--- config.mk ---
export PLATFORM = sky130hd
export DESIGN_NAME = decode_ctrl_stage_flat
export DESIGN_NICKNAME = d
export VERILOG_FILES = /design/src/rtl/decode_pkg.sv /design/src/rtl/decode_ctrl_stage_if.sv /design/src/rtl/ctrl_decode.sv /design/src/rtl/decode_ctrl_stage.sv /design/src/flat_wrapper.sv
export SDC_FILE = /design/constraint.sdc
export NUM_CORES = 1
export LEC_CHECK = 0
export CAP_MARGIN = 40
export CORE_ASPECT_RATIO = 0.6
export CORE_MARGIN = 2
export CORE_UTILIZATION = 35
export DETAILED_ROUTE_END_ITERATION = 7
export GPL_TIMING_DRIVEN = 0
export SYNTH_ARGS = -nofsm -noshare
export SYNTH_HDL_FRONTEND = slang
export SYNTH_SLANG_ARGS = --single-unit
--- constraint.sdc ---
create_clock -name clk -period 2.6 [get_ports clk]
set_input_delay 0.52 -clock clk [delete_from_list [all_inputs] [get_ports clk]]
set_output_delay 0.52 -clock clk [all_outputs]
set_load 0.1 [all_outputs]
--- src/rtl/decode_pkg.sv ---
// Shared opcodes, control enums and the decoded control bundle for the RV32I decode stage.
// RV32M_EN adds the multiply/divide ALU codes 16-23.
package decode_pkg;

  localparam logic [6:0] OP_R      = 7'b0110011;
  localparam logic [6:0] OP_IMM    = 7'b0010011;
  localparam logic [6:0] OP_LOAD   = 7'b0000011;
  localparam logic [6:0] OP_STORE  = 7'b0100011;
  localparam logic [6:0] OP_BRANCH = 7'b1100011;
  localparam logic [6:0] OP_JAL    = 7'b1101111;
  localparam logic [6:0] OP_JALR   = 7'b1100111;
  localparam logic [6:0] OP_LUI    = 7'b0110111;
  localparam logic [6:0] OP_AUIPC  = 7'b0010111;

  typedef enum logic [2:0] {IMM_I = 3'd0, IMM_S = 3'd1, IMM_B = 3'd2, IMM_J = 3'd3, IMM_U = 3'd4} imm_sel_e;

  typedef enum logic [1:0] {WB_ALU = 2'd0, WB_MEM = 2'd1, WB_PC4 = 2'd2} mem_to_reg_e;

  typedef enum logic [4:0] {
    ALU_ADD = 5'd0, ALU_SUB = 5'd1, ALU_SLL = 5'd2, ALU_SLT = 5'd3, ALU_SLTU = 5'd4,
    ALU_XOR = 5'd5, ALU_SRL = 5'd6, ALU_SRA = 5'd7, ALU_OR = 5'd8, ALU_AND = 5'd9,
    ALU_PASS_B = 5'd15,
    ALU_MUL = 5'd16, ALU_MULH = 5'd17, ALU_MULHSU = 5'd18, ALU_MULHU = 5'd19,
    ALU_DIV = 5'd20, ALU_DIVU = 5'd21, ALU_REM = 5'd22, ALU_REMU = 5'd23
  } alu_op_e;

  typedef struct packed {
    logic        reg_write;
    logic        operand_a;
    logic        operand_b;
    logic        load;
    logic        store;
    logic        branch;
    logic        jal;
    logic        jalr;
    logic        mem_en;
    imm_sel_e    imm_sel;
    mem_to_reg_e mem_to_reg;
    alu_op_e     alu_control;
    logic [4:0]  rs1;
    logic [4:0]  rs2;
    logic [4:0]  rd;
    logic [2:0]  fun3;
    logic        illegal;
  } ctrl_bundle_t;

endpackage

--- src/rtl/decode_ctrl_stage_if.sv ---
// Fetch-side and execute-side handshake plus the control bundle of the decode stage.
// master is the surrounding pipeline (fetch + execute), slave is the decode stage.
interface decode_ctrl_stage_if #(parameter int ALU_OP_W = 5);
  logic                if_valid;
  logic                if_ready;
  logic [31:0]         if_instr;
  logic                ex_valid;
  logic                ex_ready;
  logic                reg_write, operand_a, operand_b, load, store, branch, jal, jalr, mem_en;
  logic [2:0]          imm_sel;
  logic [1:0]          mem_to_reg;
  logic [ALU_OP_W-1:0] alu_control;
  logic [4:0]          rs1, rs2, rd;
  logic [2:0]          fun3;
  logic                illegal;

  modport master (
    output if_valid, if_instr, ex_ready,
    input  if_ready, ex_valid, reg_write, operand_a, operand_b, load, store, branch, jal, jalr,
           mem_en, imm_sel, mem_to_reg, alu_control, rs1, rs2, rd, fun3, illegal
  );

  modport slave (
    input  if_valid, if_instr, ex_ready,
    output if_ready, ex_valid, reg_write, operand_a, operand_b, load, store, branch, jal, jalr,
           mem_en, imm_sel, mem_to_reg, alu_control, rs1, rs2, rd, fun3, illegal
  );
endinterface

--- src/rtl/ctrl_decode.sv ---
// Purely combinational RV32I instruction -> control bundle decode, plus source-register usage.
// RV32M_EN enables decoding of the funct7=0000001 multiply/divide group.
module ctrl_decode
  import decode_pkg::*;
(
  input  logic [31:0]  instr,
  output ctrl_bundle_t ctrl,
  output logic         use_rs1,
  output logic         use_rs2
);

  logic [6:0] opcode;
  logic [6:0] funct7;
  logic [2:0] f3;
  alu_op_e    base_op;
  logic       bad;

  assign opcode = instr[6:0];
  assign funct7 = instr[31:25];
  assign f3     = instr[14:12];

  always_comb begin
    case (f3)
      3'd0:    base_op = ALU_ADD;
      3'd1:    base_op = ALU_SLL;
      3'd2:    base_op = ALU_SLT;
      3'd3:    base_op = ALU_SLTU;
      3'd4:    base_op = ALU_XOR;
      3'd5:    base_op = ALU_SRL;
      3'd6:    base_op = ALU_OR;
      default: base_op = ALU_AND;
    endcase
  end

  always_comb begin
    ctrl    = '0;
    bad     = 1'b0;
    use_rs1 = 1'b1;
    use_rs2 = 1'b0;
    case (opcode)
      OP_R: begin
        ctrl.reg_write = 1'b1;
        use_rs2        = 1'b1;
        if (funct7 == 7'b0000001) begin
`ifdef RV32M_EN
          ctrl.alu_control = alu_op_e'({2'b10, f3});
`else
          bad = 1'b1;
`endif
        end else if (f3 == 3'd0 && instr[30]) begin
          ctrl.alu_control = ALU_SUB;
        end else if (f3 == 3'd5 && instr[30]) begin
          ctrl.alu_control = ALU_SRA;
        end else begin
          ctrl.alu_control = base_op;
        end
      end
      OP_IMM: begin
        ctrl.reg_write   = 1'b1;
        ctrl.operand_b   = 1'b1;
        ctrl.alu_control = (f3 == 3'd5 && instr[30]) ? ALU_SRA : base_op;
        // Shift immediates reuse funct7 as an encoding field; only 0x00/0x20 exist.
        if ((f3 == 3'd1 || f3 == 3'd5) && funct7 != 7'h00 && funct7 != 7'h20) bad = 1'b1;
      end
      OP_LOAD: begin
        ctrl.reg_write  = 1'b1;
        ctrl.operand_b  = 1'b1;
        ctrl.load       = 1'b1;
        ctrl.mem_to_reg = WB_MEM;
        if (f3 == 3'd3 || f3 == 3'd6 || f3 == 3'd7) bad = 1'b1;
      end
      OP_STORE: begin
        ctrl.operand_b = 1'b1;
        ctrl.store     = 1'b1;
        ctrl.mem_en    = 1'b1;
        ctrl.imm_sel   = IMM_S;
        use_rs2        = 1'b1;
        if (f3 > 3'd2) bad = 1'b1;
      end
      OP_BRANCH: begin
        ctrl.operand_a = 1'b1;
        ctrl.operand_b = 1'b1;
        ctrl.branch    = 1'b1;
        ctrl.imm_sel   = IMM_B;
        use_rs2        = 1'b1;
      end
      OP_JAL: begin
        ctrl.reg_write  = 1'b1;
        ctrl.operand_a  = 1'b1;
        ctrl.operand_b  = 1'b1;
        ctrl.jal        = 1'b1;
        ctrl.imm_sel    = IMM_J;
        ctrl.mem_to_reg = WB_PC4;
        use_rs1         = 1'b0;
      end
      OP_JALR: begin
        ctrl.reg_write  = 1'b1;
        ctrl.operand_b  = 1'b1;
        ctrl.jalr       = 1'b1;
        ctrl.mem_to_reg = WB_PC4;
      end
      OP_LUI: begin
        ctrl.reg_write   = 1'b1;
        ctrl.operand_b   = 1'b1;
        ctrl.imm_sel     = IMM_U;
        ctrl.alu_control = ALU_PASS_B;
        use_rs1          = 1'b0;
      end
      OP_AUIPC: begin
        ctrl.reg_write = 1'b1;
        ctrl.operand_a = 1'b1;
        ctrl.operand_b = 1'b1;
        ctrl.imm_sel   = IMM_U;
        use_rs1        = 1'b0;
      end
      default: bad = 1'b1;
    endcase
    // An illegal instruction still issues, but as an inert bundle carrying only its fields.
    if (bad) ctrl = '0;
    ctrl.illegal = bad;
    ctrl.rs1     = instr[19:15];
    ctrl.rs2     = instr[24:20];
    ctrl.rd      = instr[11:7];
    ctrl.fun3    = f3;
    if (ctrl.rd == 5'd0) ctrl.reg_write = 1'b0;
  end

endmodule

--- src/rtl/decode_ctrl_stage.sv ---
// Registered RV32I decode stage: handshake, output register, flush and load-use interlock.
// Optional RV32M_EN (see ctrl_decode) requires ALU_OP_W >= 5.
module decode_ctrl_stage
  import decode_pkg::*;
#(
  parameter int ALU_OP_W          = 5,
  parameter int LOAD_STALL_CYCLES = 1
) (
  input logic              clk,
  input logic              rst_n,
  input logic              flush,
  decode_ctrl_stage_if.slave bus
);

  typedef enum logic {RUN, STALL} state_e;

  localparam logic [1:0] STALL_INIT = 2'(LOAD_STALL_CYCLES);

  ctrl_bundle_t dec;
  ctrl_bundle_t bundle_q;
  logic         use_rs1, use_rs2;
  state_e       state;
  logic [1:0]   age;
  logic [4:0]   load_rd;
  logic         ex_valid_q;
  logic         advance, hazard, accept;

  ctrl_decode u_decode (
    .instr   (bus.if_instr),
    .ctrl    (dec),
    .use_rs1 (use_rs1),
    .use_rs2 (use_rs2)
  );

  assign advance = !ex_valid_q || bus.ex_ready;
  assign hazard  = (age != 2'd0) && bus.if_valid && (load_rd != 5'd0) &&
                   ((use_rs1 && dec.rs1 == load_rd) || (use_rs2 && dec.rs2 == load_rd));
  assign bus.if_ready = advance && !hazard && !flush;
  assign accept       = bus.if_valid && bus.if_ready;

  always_ff @(posedge clk or negedge rst_n) begin
    if (!rst_n) begin
      state      <= RUN;
      age        <= 2'd0;
      load_rd    <= 5'd0;
      ex_valid_q <= 1'b0;
      bundle_q   <= '0;
    end else if (flush) begin
      state      <= RUN;
      age        <= 2'd0;
      ex_valid_q <= 1'b0;
      bundle_q   <= '0;
    end else begin
      if (accept) begin
        ex_valid_q <= 1'b1;
        bundle_q   <= dec;
      end else if (advance) begin
        ex_valid_q <= 1'b0;
        bundle_q   <= '0;
      end
      // A newly accepted load restarts the window even if an older one is still counting.
      if (accept && dec.load && dec.rd != 5'd0) begin
        load_rd <= dec.rd;
        age     <= STALL_INIT;
      end else if (advance && age != 2'd0) begin
        age <= age - 2'd1;
      end
      case (state)
        RUN:     if (hazard) state <= STALL;
        STALL:   if (age == 2'd0 || (age == 2'd1 && advance)) state <= RUN;
        default: state <= RUN;
      endcase
    end
  end

  assign bus.ex_valid    = ex_valid_q;
  assign bus.reg_write   = bundle_q.reg_write;
  assign bus.operand_a   = bundle_q.operand_a;
  assign bus.operand_b   = bundle_q.operand_b;
  assign bus.load        = bundle_q.load;
  assign bus.store       = bundle_q.store;
  assign bus.branch      = bundle_q.branch;
  assign bus.jal         = bundle_q.jal;
  assign bus.jalr        = bundle_q.jalr;
  assign bus.mem_en      = bundle_q.mem_en;
  assign bus.imm_sel     = bundle_q.imm_sel;
  assign bus.mem_to_reg  = bundle_q.mem_to_reg;
  assign bus.alu_control = ALU_OP_W'(bundle_q.alu_control);
  assign bus.rs1         = bundle_q.rs1;
  assign bus.rs2         = bundle_q.rs2;
  assign bus.rd          = bundle_q.rd;
  assign bus.fun3        = bundle_q.fun3;
  assign bus.illegal     = bundle_q.illegal;

endmodule

--- src/flat_wrapper.sv ---
// flat-port wrapper written by rule: the top's interface ports become plain ports
module decode_ctrl_stage_flat import decode_pkg::*;
#(
  parameter int ALU_OP_W          = 5,
  parameter int LOAD_STALL_CYCLES = 1
)
  (clk, rst_n, flush, bus_if_valid, bus_if_instr, bus_ex_ready, bus_if_ready, bus_ex_valid, bus_reg_write, bus_operand_a, bus_operand_b, bus_load, bus_store, bus_branch, bus_jal, bus_jalr, bus_mem_en, bus_imm_sel, bus_mem_to_reg, bus_alu_control, bus_rs1, bus_rs2, bus_rd, bus_fun3, bus_illegal);
  decode_ctrl_stage_if #(.ALU_OP_W(ALU_OP_W)) bus_i ();
  input logic clk;
  input logic rst_n;
  input logic flush;
  input wire logic [$bits(bus_i.if_valid)-1:0] bus_if_valid;
  input wire logic [$bits(bus_i.if_instr)-1:0] bus_if_instr;
  input wire logic [$bits(bus_i.ex_ready)-1:0] bus_ex_ready;
  output wire logic [$bits(bus_i.if_ready)-1:0] bus_if_ready;
  output wire logic [$bits(bus_i.ex_valid)-1:0] bus_ex_valid;
  output wire logic [$bits(bus_i.reg_write)-1:0] bus_reg_write;
  output wire logic [$bits(bus_i.operand_a)-1:0] bus_operand_a;
  output wire logic [$bits(bus_i.operand_b)-1:0] bus_operand_b;
  output wire logic [$bits(bus_i.load)-1:0] bus_load;
  output wire logic [$bits(bus_i.store)-1:0] bus_store;
  output wire logic [$bits(bus_i.branch)-1:0] bus_branch;
  output wire logic [$bits(bus_i.jal)-1:0] bus_jal;
  output wire logic [$bits(bus_i.jalr)-1:0] bus_jalr;
  output wire logic [$bits(bus_i.mem_en)-1:0] bus_mem_en;
  output wire logic [$bits(bus_i.imm_sel)-1:0] bus_imm_sel;
  output wire logic [$bits(bus_i.mem_to_reg)-1:0] bus_mem_to_reg;
  output wire logic [$bits(bus_i.alu_control)-1:0] bus_alu_control;
  output wire logic [$bits(bus_i.rs1)-1:0] bus_rs1;
  output wire logic [$bits(bus_i.rs2)-1:0] bus_rs2;
  output wire logic [$bits(bus_i.rd)-1:0] bus_rd;
  output wire logic [$bits(bus_i.fun3)-1:0] bus_fun3;
  output wire logic [$bits(bus_i.illegal)-1:0] bus_illegal;
  assign bus_i.if_valid = bus_if_valid;
  assign bus_i.if_instr = bus_if_instr;
  assign bus_i.ex_ready = bus_ex_ready;
  assign bus_if_ready = bus_i.if_ready;
  assign bus_ex_valid = bus_i.ex_valid;
  assign bus_reg_write = bus_i.reg_write;
  assign bus_operand_a = bus_i.operand_a;
  assign bus_operand_b = bus_i.operand_b;
  assign bus_load = bus_i.load;
  assign bus_store = bus_i.store;
  assign bus_branch = bus_i.branch;
  assign bus_jal = bus_i.jal;
  assign bus_jalr = bus_i.jalr;
  assign bus_mem_en = bus_i.mem_en;
  assign bus_imm_sel = bus_i.imm_sel;
  assign bus_mem_to_reg = bus_i.mem_to_reg;
  assign bus_alu_control = bus_i.alu_control;
  assign bus_rs1 = bus_i.rs1;
  assign bus_rs2 = bus_i.rs2;
  assign bus_rd = bus_i.rd;
  assign bus_fun3 = bus_i.fun3;
  assign bus_illegal = bus_i.illegal;
  decode_ctrl_stage #(.ALU_OP_W(ALU_OP_W), .LOAD_STALL_CYCLES(LOAD_STALL_CYCLES)) u_core (.clk(clk), .rst_n(rst_n), .flush(flush), .bus(bus_i));
endmodule
==> results of run 1 <==
==> cells by family (layout without fill, tap and decap cells) <==
family                     after synthesis  after routing
and+or+nand+nor                         63             63
AOI/OAI and AO/OA                       58             58
DFF                                     44             44
buffers and inverters                   22            155
xor gates and xnor gates                12             12
muxes                                    6              6
adders and majority gates                1              1
other                                    1              1
==> layer usage <==
| layer | GRT usage (%) | vias to the layer above |
|---|---|---|
| li1 | - | 1028 |
| met1 | 32.5 | 1057 |
| met2 | 29.3 | 87 |
| met3 | 5.12 | 8 |
| met4 | 4.97 | 0 |
| met5 | 0 | - |
==> power groups by stage <==
stage	combinational, W	sequential (W)	clock (W)
final	0.000507	0.000737	0.000452
after global routing	0.000542	0.000744	0.000484
after CTS	0.000510	0.000737	0.000465
after detailed placement	0.000505	0.000751	0
after global placement	0.000439	0.000752	0
after floorplan	0.000182	0.000860	0
==> synthesized netlist by cell type, drive strengths merged (2+ instances only) <==
library cell and n:
a21oi 3, a22o 27, a32o 7, and2 2
and3b 3, buf 7, clkbuf 10, dfrtp 44
inv 5, mux2 6, nand2 13, nand2b 2
nand3 3, nand3b 2, nand4 4, nor2 8
nor2b 6, nor3 5, nor3b 3, nor4 2
o2111ai 2, o21ai 11, or2 2, or4 3
xnor2 10, xor2 2
==> final cells by class <==
type                    count  share of cell area [%]
repair buffers            126                    37.1
flip-flops and latches     44                    27.8
multi-input cells         141                    26.9
plain buffers              16                    2.68
well taps                  84                    2.65
clock buffers               6                    2.08
inverters                   5                   0.473
clock inverters             2                   0.253
==> what timing repair did <==
action / CTS / global route
gates resized for setup: 34 / 4
cloned: 0 / 1
setup buffers: 13 / 0
pin swaps: 8 / 5
endpoints found under the setup margin: 34 / 7
==> metrics by stage <==
step / setup slack, ps / hold WS, ps / utilization, % / setup TNS (ps)
finish: -34.9 / 201 / 64.3 / -34.9
global route: -109 / 245 / 64.3 / -526
CTS: -34.3 / 218 / 63.7 / -34.3
detailed placement: -1120 / 482 / 60.7 / -18150
global placement: -1550 / 467 / 50.5 / -30070
floorplan: -146 / 224 / - / -146
==> path summary, 6_finish.rpt <==
kind / from / to
setup / recovery: u_core.load_rd[1]$_DFFE_PN0P_ / bus_if_ready
hold / removal: rst_n / u_core.bus.alu_control[3]$_DFFE_PN0P_
setup reg to reg: u_core.load_rd[1]$_DFFE_PN0P_ / u_core.load_rd[4]$_DFFE_PN0P_
hold reg to reg: u_core.bus.jal$_DFFE_PN0P_ / u_core.bus.jal$_DFFE_PN0P_
max in group asynchronous: rst_n / u_core.load_rd[3]$_DFFE_PN0P_
min in group clk: u_core.bus.jal$_DFFE_PN0P_ / u_core.bus.jal$_DFFE_PN0P_
==> metrics.md, run 1 <==
| Metric | Value |
|---|---|
| Status | complete, but fails checks |
| Failing checks | negative setup slack |
| Root buf cell | clkbuf_8 |
| Ys Warns | 0 |
| Critical path type | reg2out |
| Fillers | 518 |
| Endpoints failing setup | 1 |
| Hold Violations, Final | 0 |
| Slew Viols, Final | 0 |
| Area Growth Syn to Fin | 76.5% |
| Largest net degree at the start of global routing | 24 |
| Ys async rst share | 100% |
| Worst-path clk slew | 80 ps |
| Core area | 0.00617 mm2 |
| Primary FF master, synth | dfrtp_1 |
| Die footprint | 0.00709 mm2 |
| Total nets after synthesis | 245 |
| Routed Antenna Nets | 0 |
| Clock sink count | 44 |
| CP Capture Type | output port |
| Crit path max-delay cell type | or4_4 |
| Total of max-cap violations | 0 |
| Simple logic cell fraction of the synthesized area | 16.8% |
| Yosys top cell area share | 49.0% |
| Area used by multi-input combinational logic | 0.00107 mm2 |
| Commonest non-fill, non-tap cell in the layout | clkdlybuf4s50_1 |
| Height of the die | 66.1 um |
| Final wirelength | 6970 um |
| Layout Nets | 377 |
| Sw Share | 32.6% |
| Gate power share | 29.9% |
| Mapped Cells | 207 |
| Area leader, netlist | dfrtp_1 |
| Seq cells post-synth | 44 |
| Share of cells above drive strength 1 | 28.8% |
| WL met3 | 630 um |
| Netlist area before placement | 0.00225 mm2 |
| Internal | 0.00114 W |
| Clk pwr share | 26.6% |
| Worst path required time | 2080 ps |
| Non-Filler Instances | 424 |
| Synth top area cells | dfrtp_1, a22o_1, xnor2_1 |
| Placed cell count | 404 |
| Critical Path Stages | 7 |
| Synth unique cells | 46 |
| Final Skew | 5.29 ps |
| Avg Cell Area, Syn | 10.8 um2 |
| Net Switching | 0.000553 W |
| Wire per inst | 16.4 um |
| Post-synthesis sequential area ratio | 49.0% |
| Io pins | 77 |
| Global-route wire length before repair | 11400 um |
| Relative slew margins | 55.2% |
| Crit-path max cell delay | 550 ps |
| Most frequent cells in the layout | clkdlybuf4s50_1, dfrtp_1, buf_8, a22o_1, buf_4 |
| Vias per cell | 5.14 |
| Met1 WL | 3520 um |
| DP HPWL | 5140 um |
| Reg power frac | 43.5% |
| CTS tree | yes |
| Synth Area in Adders | 0.557% |
| Synth Area in Compound Gates | 20.8% |
| # rows | 22 |
| Mux cell area share after synthesis | 3.01% |
| Max FO, Critical Path | 3 |
| Pwr dens | 428 mW/mm2 |
| Critical Path AT | 2110 ps |
| Worst min-delay path category | in2async |
| Register area | 0.00110 mm2 |
| WL met2 | 2770 um |
| CTS Buffer Depth | 2 |
| Xor/xnor share of the synthesized area | 4.68% |
| Lkg Pwr | 1.78 nW |
| Area after DPL | 0.00374 mm2 |
| Minimum clock period | 2630 ps |
| PortBufs | 73 |
| Worst setup margin | -34.9 ps |
| RSZ-0062 raised after global routing | yes |
| Design Power | 0.00170 W |
| 1st-iter DRT viols | 144 |
| Final worst path period share | 101% |
| Global route overflow | 0 |
| Initial Util | 36.4% |
| Remaining DRCs | 0 |
| Number of hold buffers added after CTS | 0 |
| Actual slew at the worst max-slew pin | 665 ps |
| Reg2Reg Depth | 12 |
| H-tree level count | 2 |
| R2R setup slack | 30 ps |
| Antenna diode count | 0 |
| Buf/Inv on CP | 1 |
| Vias | 2180 |
| CTS Buf Count | 5 |
| Post-synth EDFFs | 0 |
| Die X | 107 um |
| Largest family of logic cells by synthesized area | compound AO/OA/AOI/OAI gates |
| Post-route cell area | 0.00396 mm2 |
| Top Metal Used | met4 |
| CP Launch Type | flop |
| Cell family with most CP delay | simple AND/OR/NAND/NOR gates |
| Peak VDD IR | 0.222 mV |
| Initial antenna violation count | 0 |
| Gpl congestion | 0.795 |
| Tot GR Track Use | 21.1% |
| TritonRoute pass-1 iters | 4 |
| Worst skew pair latency | 300 ps |
| Vias in the first global route | 2150 |
| Worst path cell trace | or4_4 -> o21ai_2 -> nor4b_4 -> nor2_2 -> nor2b_2 -> nor3_4 -> buf_12 |
| Fmax | 380 MHz |
Note: power is estimated with default switching activity, not from simulation.
==> run 2: changes to the inputs <==
Settings changed: SYNTH_HIERARCHICAL from default to 1.
==> metrics.md, run 2 <==
| Metric | Value |
|---|---|
| Peak VDD IR | 0.367 mV |
| Avg Cell Area, Syn | 10.4 um2 |
| Seq cells post-synth | 46 |
| Cell family with most CP delay | simple AND/OR/NAND/NOR gates |
| Final Skew | 5.50 ps |
| Reg-to-Reg Start | u_core/load_rd[2]$_DFFE_PN0P_ |
| Synth top cells by count | dfrtp_1, a22o_1, buf_4, nor2_1, nand2_1 |
| Number of hold buffers added after CTS | 0 |
| CTS Buf Count | 5 |
| Area Growth Syn to Fin | 74.3% |
| Post-synthesis sequential area ratio | 45.6% |
| 1st-iter DRT viols | 158 |
| Worst min-delay path category | in2async |
| Endpoints failing setup | 0 |
| Pwr dens | 468 mW/mm2 |
| Vias | 2384 |
| Post-synth EDFFs | 0 |
| Global route overflow | 0 |
| Crit path max-delay cell type | or4_4 |
| Reg2Reg Depth | 9 |
| Ys Warns | 6 |
| Routed Antenna Nets | 0 |
| Tot GR Track Use | 20.1% |
| H-tree level count | 2 |
| Buf/Inv on CP | 1 |
| R2R setup slack | 240 ps |
| Core area | 0.00682 mm2 |
| Worst path required time | 2080 ps |
| Clock sink count | 46 |
| Io pins | 77 |
| Commonest non-fill, non-tap cell in the layout | clkdlybuf4s50_1 |
| Vias per cell | 5.18 |
| Height of the die | 69.8 um |
| Antenna diode count | 0 |
| Most frequent cells in the layout | clkdlybuf4s50_1, dfrtp_1, buf_4, a22o_1, buf_8 |
| Hold Worst Slack | 175 ps |
| Worst skew pair latency | 290 ps |
| Primary FF master, synth | dfrtp_1 |
| CTS tree | yes |
| # rows | 23 |
| Critical path type | reg2out |
| Die X | 114 um |
| Layout Nets | 410 |
| Critical Path Stages | 6 |
| Area leader, netlist | dfrtp_1 |
| Vias in the first global route | 2338 |
| PortBufs | 62 |
| Non-Filler Instances | 460 |
| CP Capture Type | output port |
| Critical Path AT | 2030 ps |
| Gpl congestion | 0.877 |
| Final wirelength | 7700 um |
| CTS Buffer Depth | 2 |
| Worst path cell trace | or4_4 -> nor2_4 -> or3b_4 -> nor2_4 -> nor3_4 -> buf_12 |
| Actual slew at the worst max-slew pin | 624 ps |
| Area after DPL | 0.00397 mm2 |
| Relative slew margins | 57.8% |
| Ys async rst share | 100% |
| Synth top area cells | dfrtp_1, a22o_1, buf_4 |
| Total of max-cap violations | 0 |
| TritonRoute pass-1 iters | 4 |
| Largest net degree at the start of global routing | 29 |
| Yosys top cell area share | 45.6% |
| Placed cell count | 432 |
| Fmax | 392 MHz |
| Die footprint | 0.00793 mm2 |
| Global-route wire length before repair | 12500 um |
| Lkg Pwr | 1.98 nW |
| Crit-path max cell delay | 560 ps |
| Netlist area before placement | 0.00252 mm2 |
| Hold Violations, Final | 0 |
| Minimum clock period | 2550 ps |
| Worst reg2reg path endpoint | u_core/bus.fun3[1]$_DFFE_PN0P_ |
| Wire per inst | 16.7 um |
| CP Launch Type | flop |
| Mapped Cells | 242 |
| Share of cells above drive strength 1 | 36.7% |
| Total nets after synthesis | 280 |
| Post-place setup slack | -1220 ps |
| Design Power | 0.00206 W |
| CP most frequent cell | nor2_4 |
| Synth unique cells | 50 |
| Top-count cell post-synth | dfrtp_1 |
| Initial antenna violation count | 0 |
| Root buf cell | clkbuf_16 |
| Status | finished clean |
| Worst setup margin | 48.7 ps |
| Remaining DRCs | 0 |
| Initial Util | 37.0% |
| Worst-path clk slew | 70 ps |
| Final worst path period share | 98.1% |
| Post-route cell area | 0.00440 mm2 |
| DP HPWL | 5600 um |
| Max FO, Critical Path | 3 |
| Slew Viols, Final | 0 |
## run 2: per-stage QoR
stage / utilization (%) / setup TNS [ps]
detailed placement: 58.2 / -20550
floorplan: - / -242
global placement: 48.5 / -35630
finish: 64.5 / 0
CTS: 62.7 / 0
global route: 64.5 / -8.85
## run 2: cell type report
| type | count | area, um2 |
|---|---|---|
| fill | 545 | 2420 |
| timing repair buffer | 123 | 1430 |
| multi-input combinational | 155 | 1230 |
| sequential | 46 | 1150 |
| buffer | 36 | 285 |
| clock buffer | 5 | 125 |
| tap | 87 | 109 |
| clock inverter | 3 | 43.8 |
| inverter | 5 | 18.8 |
## run 2: worst reg2reg max path, delay by kind of cell, from the launching register on
kind                      cells  cell delay [ps]
xor gates and xnor gates      1              160
and+or+nand+nor               1              340
AOI/OAI and AO/OA             3              720
buffers and inverters         4              640
DFF                           1              380
## run 2: power breakdown
part | switching (W) | internal, W
clock network | 0.000280 | 0.000455
registers | 0.0000193 | 0.000747
logic | 0.000317 | 0.000240
total | 0.000616 | 0.00144
## run 2: cell families (layout without fill, tap and decap cells)
| group | Yosys count | in the layout | synth area share [%] |
|---|---|---|---|
| buf+inv | 41 | 172 | 10.7 |
| xor+xnor | 11 | 11 | 3.82 |
| fa+ha+maj | 1 | 1 | 0.495 |
| mux | 7 | 7 | 3.07 |
| compound gates | 66 | 66 | 20.7 |
| other cells | 1 | 1 | 0.149 |
| flops | 46 | 46 | 45.6 |
| simple gates | 69 | 69 | 15.6 |
## run 2: layer usage
metal	wire, um	GRT usage (%)	vias to the layer above	part of all wire, %
met5	0	0	-	0
met2	3250	28.4	93	42
met1	3910	31.5	1149	51
met4	70	3.93	0	0.91
li1	-	-	1135	-
met3	476	4.02	7	6.2
## run 2: worst max path at each step
stage / from / endpoint / slack, ps
CTS: bus_if_instr[1] / bus_if_ready / 10
floorplan: bus_if_instr[6] / bus_if_ready / -240
global route: u_core/load_rd[2]$_DFFE_PN0P_ / bus_if_ready / -9
global placement: bus_if_instr[4] / bus_if_ready / -1610
detailed placement: bus_if_instr[4] / bus_if_ready / -1220
finish: u_core/load_rd[2]$_DFFE_PN0P_ / bus_if_ready / 50
## run 2: what timing repair did
item	4_1_cts	5_1_grt
setup endpoints to repair	44	26
gates resized for setup	28	20
pin swaps	10	15
setup buffers	11	10
